File: config.mk
export PLATFORM = sky130hd
export DESIGN_NAME = dl_arb5_rr
export DESIGN_NICKNAME = d
export VERILOG_FILES = /design/src/rtl/dl_arb_pkg.sv /design/src/rtl/dl_mux5.sv /design/src/rtl/dl_arb5_rr.sv
export SDC_FILE = /design/constraint.sdc
export NUM_CORES = 1
export LEC_CHECK = 0
export BUFFER_PORTS_ARGS = -buffer_cell sky130_fd_sc_hd__buf_2
export CELL_PAD_IN_SITES_DETAIL_PLACEMENT = 1
export CELL_PAD_IN_SITES_GLOBAL_PLACEMENT = 1
export CORE_UTILIZATION = 39
export CTS_CLUSTER_DIAMETER = 50
export DETAILED_ROUTE_END_ITERATION = 16
export GPL_TIMING_DRIVEN = 0
export PLACE_DENSITY = 0.89
export SLEW_MARGIN = 20
export SYNTH_ARGS = -nofsm -noshare
export SYNTH_HDL_FRONTEND = slang
export SYNTH_HIERARCHICAL = 1
export SYNTH_SLANG_ARGS = --single-unit
File: constraint.sdc
create_clock -name clk -period 11.09 [get_ports clk]
set_input_delay 0 -clock clk [delete_from_list [all_inputs] [get_ports clk]]
set_output_delay 0 -clock clk [all_outputs]
set_load 0.005 [all_outputs]
File: src/rtl/dl_arb_pkg.sv
// Shared types and helpers for the five-requester round-robin arbiter.
//   NUM_REQ      : number of requesters
//   IDX_W        : width of a requester index
//   arb_state_t  : arbiter FSM state (idle / locked mid-packet)
//   rr_next_idx  : round-robin search, returns {found, idx}
package dl_arb_pkg;

  localparam int unsigned NUM_REQ = 5;
  localparam int unsigned IDX_W   = 3;

  typedef enum logic {ARB_IDLE, ARB_LOCKED} arb_state_t;

  // First set bit of req searching ptr, ptr+1, ... wrapping modulo NUM_REQ.
  // The loop runs from the farthest candidate down to ptr, so the nearest hit
  // is written last and wins.
  function automatic logic [IDX_W:0] rr_next_idx(input logic [IDX_W-1:0]   ptr,
                                                 input logic [NUM_REQ-1:0] req);
    logic [IDX_W:0]   res;
    logic [IDX_W-1:0] k;
    res = '0;
    for (int i = NUM_REQ - 1; i >= 0; i--) begin
      k = IDX_W'((int'(ptr) + i) % NUM_REQ);
      if (req[k]) begin
        res = {1'b1, k};
      end
    end
    return res;
  endfunction

endpackage

File: src/rtl/dl_mux5.sv
// Five-input binary-select multiplexer.
//   in0..in4 : candidate inputs, NUM_BITS wide
//   sel      : index of the selected input (0-4); out-of-range selects in0
//   out      : selected input
module dl_mux5 #(
  parameter int unsigned NUM_BITS = 32
) (
  input  logic [NUM_BITS-1:0] in0,
  input  logic [NUM_BITS-1:0] in1,
  input  logic [NUM_BITS-1:0] in2,
  input  logic [NUM_BITS-1:0] in3,
  input  logic [NUM_BITS-1:0] in4,
  input  logic [2:0]          sel,
  output logic [NUM_BITS-1:0] out
);

  always_comb begin
    out = in0;
    case (sel)
      3'd1:    out = in1;
      3'd2:    out = in2;
      3'd3:    out = in3;
      3'd4:    out = in4;
      default: out = in0;
    endcase
  end

endmodule

File: src/rtl/dl_arb5_rr.sv
// Five-requester round-robin arbiter with multi-beat packet locking, feeding a
// one-entry output register.
//   clk, rst             : clock, synchronous active-high reset
//   req_val/req_last     : per-requester valid and last-beat flag
//   req_data0..req_data4 : per-requester payload
//   req_rdy              : per-requester ready, one-hot or zero
//   out_val/out_data/out_last/out_src : registered output beat and its source
//   out_rdy              : downstream accept
//   locked               : grant held mid-packet
module dl_arb5_rr
  import dl_arb_pkg::*;
#(
  parameter int unsigned NUM_BITS = 32
) (
  input  logic                clk,
  input  logic                rst,
  input  logic [NUM_REQ-1:0]  req_val,
  input  logic [NUM_REQ-1:0]  req_last,
  input  logic [NUM_BITS-1:0] req_data0,
  input  logic [NUM_BITS-1:0] req_data1,
  input  logic [NUM_BITS-1:0] req_data2,
  input  logic [NUM_BITS-1:0] req_data3,
  input  logic [NUM_BITS-1:0] req_data4,
  output logic [NUM_REQ-1:0]  req_rdy,
  output logic                out_val,
  output logic [NUM_BITS-1:0] out_data,
  output logic                out_last,
  output logic [IDX_W-1:0]    out_src,
  input  logic                out_rdy,
  output logic                locked
);

  arb_state_t       state_q;
  logic [IDX_W-1:0] ptr_q;
  logic [IDX_W-1:0] lock_idx_q;

  logic             load_en;
  logic             grant;
  logic [IDX_W-1:0] gidx;
  logic [IDX_W:0]   search;
  logic [NUM_REQ-1:0] gsel;
  logic             xfer;
  logic [NUM_BITS:0] mux_out;

  assign load_en = !out_val || out_rdy;
  assign search  = rr_next_idx(ptr_q, req_val);

  always_comb begin
    grant = 1'b0;
    gidx  = '0;
    if (state_q == ARB_LOCKED) begin
      grant = 1'b1;
      gidx  = lock_idx_q;
    end else begin
      grant = search[IDX_W];
      gidx  = search[IDX_W-1:0];
    end
  end

  always_comb begin
    gsel = '0;
    for (int i = 0; i < NUM_REQ; i++) begin
      if (grant && (gidx == IDX_W'(i))) begin
        gsel[i] = 1'b1;
      end
    end
  end

  // Ready is suppressed during reset so no beat is offered while the lock drops.
  assign req_rdy = (load_en && !rst) ? gsel : '0;
  assign xfer    = |(req_val & req_rdy);

  dl_mux5 #(
    .NUM_BITS(NUM_BITS + 1)
  ) u_mux (
    .in0(  {req_last[0], req_data0}),
    .in1(  {req_last[1], req_data1}),
    .in2(  {req_last[2], req_data2}),
    .in3(  {req_last[3], req_data3}),
    .in4(  {req_last[4], req_data4}),
    .sel(  gidx),
    .out(  mux_out)
  );

  always_ff @(posedge clk) begin
    if (rst) begin
      state_q    <= ARB_IDLE;
      locked     <= 1'b0;
      ptr_q      <= '0;
      lock_idx_q <= '0;
      out_val    <= 1'b0;
      out_data   <= '0;
      out_last   <= 1'b0;
      out_src    <= '0;
    end else begin
      if (xfer) begin
        out_val  <= 1'b1;
        out_data <= mux_out[NUM_BITS-1:0];
        out_last <= mux_out[NUM_BITS];
        out_src  <= gidx;
        if (mux_out[NUM_BITS]) begin
          state_q <= ARB_IDLE;
          locked  <= 1'b0;
          ptr_q   <= (gidx == IDX_W'(NUM_REQ - 1)) ? '0 : gidx + 1'b1;
        end else begin
          state_q    <= ARB_LOCKED;
          locked     <= 1'b1;
          lock_idx_q <= gidx;
        end
      end else if (load_en) begin
        out_val <= 1'b0;
      end
    end
  end

endmodule

After elaboration in Yosys (flattened, before gate mapping):

Index checks and enable logic that the tools add are counted.
W data, S select, Z words.

* $lt $le $gt $ge: 5
* add/sub/neg operators: 5
* bitwise logic cells: 2
* eq/ne operators: 4
* muxes and demuxes: 28
* div/mod/pow operators: 5
* shifts and indexed selects: 0
* $mul: 0
* reductions and logical operators: 14

Operators by type and width (count)
* $pmux W33 S4: 1
* $mod A32 B3 Y32 const B: 4
* $mod A3 B3 Y32 const B: 1
* $lt A3 B4 Y1 const B: 5
* $mux W4: 5
* $bmux W1 S3: 5
* $mux W1: 14
* $add A3 B2 Y4 const B: 2
* $eq A3 B2 Y1 const B: 2
* $logic_and A1 B1 Y1: 6
* $mux W3: 2
* $and A5 B5 Y5: 1
* $mux W5: 1
* $reduce_or A5 Y1: 1
* $add A3 B1 Y4 const B: 1
* $add A3 B3 Y4 const B: 1
* $reduce_and A2 Y1: 2
* $add A3 B1 Y3 const B: 1
* $eq A3 B1 Y1 const B: 1
* $eq A3 B3 Y1 const B: 1
* $logic_not A3 Y1: 1
* $logic_not A1 Y1: 2
* $reduce_bool A2 Y1: 1
* $logic_or A1 B1 Y1: 1
* $not A1 Y1: 1

* logic and storage cells: 70
* latch bits: 0
* input bits: 173
* memory bits (read-only): 0
* memories kept: 0
* register bits after elaboration: 44
* memory bits (writable): 0
* output and inout bits: 43

Longest topological paths before layout:

* word-level depth: 17
* mapped depth: 29
* mapped depth without buffers: 26

Hierarchy:

The synthesis kept the hierarchy.

By module, submodules not included
* dl_arb5_rr: cells an instance 466, area each 3985.1 um2, seq. area each 880.8 um2, times used 1
* dl_mux5: cells an instance 238, area each 1716.6 um2, seq. area each 0.0 um2, times used 1

Worst setup path before layout:

OpenSTA, ideal clock, no wires.

* path kind: register to register
* from: reg ptr_q[0]
* to: reg out_data[26]
* buffers on the path: 3
* period minus slack after synthesis: 6458 ps
* library setup time: 123 ps
* setup slack: 4632 ps
* arrival time: 6334 ps
* data required time: 10967 ps
* stages on the path, launching flop included: 29
* cell sequence: dfxtp_1 -> buf_2 -> inv_1 -> clkbuf_1 -> ha_1 -> inv_1 -> ha_1 -> o21ai_0 -> mux2i_1 -> inv_1 -> ha_1 -> mux2_2 -> a21oi_1 -> o32a_1 -> a31oi_2 -> mux2i_1 -> o211a_1 -> o21ai_0 -> inv_1 -> ha_1 -> ha_1 -> nand2_1 -> nand2_1 -> or3_1 -> nand2b_1 -> o221a_2 -> a22oi_4 -> buf_6 -> mux2_1

* word-level cells in the longest chain between the ends: 16
* elaborated cells on any way between the ends: 45
* those cells by class: add/sub (4); div (5); eq/ne (4); mux (24); bitwise (1); reduce/logical (7)

Ends and longest elaborated chain
* start, declared: RTL line dl_arb5_rr.sv:34 `logic [IDX_W-1:0] ptr_q;`
* start signal, assigned: RTL line dl_arb5_rr.sv:104 `ptr_q <= (gidx == IDX_W'(NUM_REQ - 1)) ? '0 : gidx + 1'b1;`
* $add A3 B3 Y4: RTL line dl_arb_pkg.sv:22 `k = IDX_W'((int'(ptr) + i) % NUM_REQ);`
* $mod A32 B3 Y32: RTL line dl_arb_pkg.sv:22
* $bmux W1 S3: RTL line dl_arb_pkg.sv:23 `if (req[k]) begin`
* $mux W1 (not written as such): RTL line dl_arb_pkg.sv:23
* $mux W4 (4 in series): RTL line dl_arb_pkg.sv:23
* $mux W4 (*): RTL line dl_arb_pkg.sv:23
* $mux W3 (*): RTL line dl_arb5_rr.sv:51 `if (state_q == ARB_LOCKED) begin`
* net gidx[1]: RTL line dl_arb5_rr.sv:39 `logic [IDX_W-1:0] gidx;`
* $eq A3 B1 Y1, or another cell as far along: RTL line dl_mux5.sv:19, dl_arb5_rr.sv:63
* $logic_and A1 B1 Y1: RTL line dl_arb5_rr.sv:63 `if (grant && (gidx == IDX_W'(i))) begin`
* $mux W1: RTL line dl_arb5_rr.sv:63
* $mux W5: RTL line dl_arb5_rr.sv:70 `assign req_rdy = (load_en && !rst) ? gsel : '0;`
* $and A5 B5 Y5: RTL line dl_arb5_rr.sv:71 `assign xfer = |(req_val & req_rdy);`
* $reduce_or A5 Y1: RTL line dl_arb5_rr.sv:71
* end signal, assigned: RTL line dl_arb5_rr.sv:98 `out_data <= mux_out[NUM_BITS-1:0];`
* end, declared: RTL line dl_arb5_rr.sv:26 `output logic [NUM_BITS-1:0] out_data,`

The timed path passes the listed nets; every way through them passes the cells marked *. The select of a mux whose other input is x is not followed.
A chain may end at the register's enable or synchronous reset.

Worst setup path in the final report:

* from: reg ptr_q[0]
* to: reg out_data[27]

Same word-level chain as after synthesis.

==> metrics <==
status complete, no violations; final setup vio count 0; FFs w/ async S/R, synth 0; total grt overflow 0; global-route wire length before repair 36000 µm; die area 15100 µm²; Post-DP Area 6990 µm²; relative slew slack 0.492; family with the most delay on the worst path compound AO/OA/AOI/OAI gates; design area 7170 µm²; Final Cycle Share 0.754; Worst-Margin Slew 762 ps; postcts setup bufs 0; EDFF count, synth 0; post-layout util 0.509; Syn. warnings 6; CP Launch Type flop; hold bufs inserted after CTS 0; LEAKAGE 3.24 nW; Req. time, crit path 11270 ps; Post-CTS Resized 0; sequential area share after synthesis 0.154; largest area contributor in the netlist dfxtp_1; Final min period 8360 ps; vias in the first global route between 6000 and 7000; core box area 14100 µm²; die span in y 123 µm; post-synth top area share 0.154; Final Hold Fails 0; CP endpoint kind flop; gr usage total 0.310; post-place setup slack approximately 2900 ps; Worst Hold Class input pin to flop; # rows 43; critical path arrival 8540 ps; nets 1122; CTS tree built; H-tree depth 2; gr busiest metal met2; Max-cap violations 0; area grow syn2layout 25.8%; Avg WL per Cell 21.6 µm; Fmax achieved 120 MHz; maximum vdd drop 0.000220 V; Die X 123 µm; critical path's largest stage delay 580 ps; TritonCTS buffer count 5; Clock transition at path regs 70 ps; clk sinks between 40 and 50; routed vias/inst ~6; Mean Syn Cell Area just over 8 µm²; Pins Over Slew Limit 0; grt met1 use 0.366; maximum fanout along the worst path 13; post-synthesis net count 902; Setup TNS 0 ps; synth unique cells 76; Most common cell on crit path ha_1; layout cells sized above 1 0.316; critical path class flop to flop; antenna violations before repair 6; Slowest cell on crit path clkbuf_1; met2 Track Usage GR 0.535; I/O Buffers 213; Buf/Inv on CP 7; M3 GR Usage 0.0780; mapped cell area about 5700 µm²; largest cells by area after synthesis dfxtp_1 (15%), nand3b_1 (8.8%), a221o_1 (6.3%); io pins 216; largest net degree at the start of global routing 14; Seq cells post-synth 44; vias 6653; unrepaired setup endpoints after global routing false; DRC 0; HPWL after DPL 19100 µm; clk_lat worst skew 300 ps; DR iter-0 viols around 500; Pwr per Cell Area around 430 nW/µm²; worst setup margin 2730 ps; most common flop cell mapped by yosys dfxtp_1; initial core utilization 0.404; Post-Synthesis Cells 704; root buffer cell clkbuf_16; Routed Antenna Nets 0; DR pass1 iterations 5; GPL Wtd Cong just under 0.9; Clock Tree Buf Depth 2; Final Skew 12.7 ps; drt total wl 24000 µm
[path summary, 6_finish.rpt]
| check | startpoint | endpoint | slack (ps) | depth (start not counted) |
|---|---|---|---|---|
| max | ptr_q[0] | out_data[27] | 2730 | 29 |
| min | out_rdy | out_val | 4 | 3 |
| max reg2reg | ptr_q[0] | out_data[27] | 2730 | 29 |
| min reg2reg | out_src[2] | out_src[2] | 470 | 2 |
[power breakdown]
group	internal [mW]	switching [mW]	total (mW)
logic	1.20	1.49	2.69
clock network	0.106	0.0697	0.176
registers	0.214	0.0292	0.243
total	1.52	1.59	3.11
[registers in the layout (all words and copies together) (netlist names)]
register / flops
out_last: 1
lock_idx_q: 3
state_q: 1
ptr_q: 3
out_data: 32
out_src: 3
out_val: 1
[cell usage after synthesis, types with 4 or more instances]
cell       n
o21a_1     4
a21o_1     4
nand2_1   31
nor2b_1   35
mux2_1    25
inv_1     19
a21oi_1   54
a22oi_1    5
a211oi_1   5
mux2i_1   22
nor3_1     7
o22a_1    33
o21ai_0   18
a221o_1   36
nand3_1    4
dfxtp_1   44
nand3b_1  67
buf_2     21
xnor2_1    7
and2_1     7
nor4_1     5
clkbuf_1  28
o22ai_1    5
mux2_2    14
ha_1      25
nor2_1    22
o211ai_1   9
and3_1     8
buf_6      8
nand2b_1  56
[layout by cell type, fill, tap and decap left out, drive strengths merged, types with 5 or more instances in the layout]
master and count:
nor2b 35, nor2 23, a211oi 5, mux2i 22
nor3 8, xnor2 7, a22oi 6, nand2 31
o22a 33, o22ai 5, and2 7, nor4 5
and3 8, o211ai 9, o21ai 21, buf 248
clkbuf 34, a21oi 58, dfxtp 44, inv 22
nand2b 56, nand3b 67, diode 7, mux2 39
a221o 36, ha 25
[through the flow]
stage | hold WS, ps | instances | total power, mW
after floorplan | 205 | 704 | 2.21
after global placement | 299 | 1097 | 2.80
after detailed placement | 303 | 1097 | 2.87
after CTS | 4.92 | 1105 | 3.06
after global routing | 23.0 | 1111 | 3.31
final | 4.30 | 1112 | 3.11
[layout make-up]
| type | instances | area, µm² |
|---|---|---|
| clock inverter | 2 | 35.0 |
| multi-input combinational | 575 | 4400 |
| antenna | 7 | 17.5 |
| buffer | 63 | 334 |
| timing repair buffer | 213 | 1070 |
| sequential | 44 | 881 |
| inverter | 22 | 82.6 |
| tap | 180 | 225 |
| clock buffer | 6 | 129 |
| fill | 1870 | 6920 |
[worst min-delay path: stages]
cell	delay (ps)
buf_2	70
nand2b_1	110
a21oi_1	70
[cells by family after synthesis]
family          count (synthesis)  synth area share
mux                            61             0.116
buf+inv                        85            0.0731
simple gates                  259             0.281
compound gates                220             0.302
flops                          44             0.154
xor+xnor                       10            0.0187
fa+ha+maj                      25            0.0549
[per-layer routing]
layer / share of wire / wire [µm] / up-vias
li1: - / - / 3093
met1: 0.40 / 9670 / 3228
met2: 0.49 / 11800 / 274
met3: 0.071 / 1710 / 58
met4: 0.037 / 895 / 0
met5: 0 / 0 / -
Power figures use the tool's default switching activity.
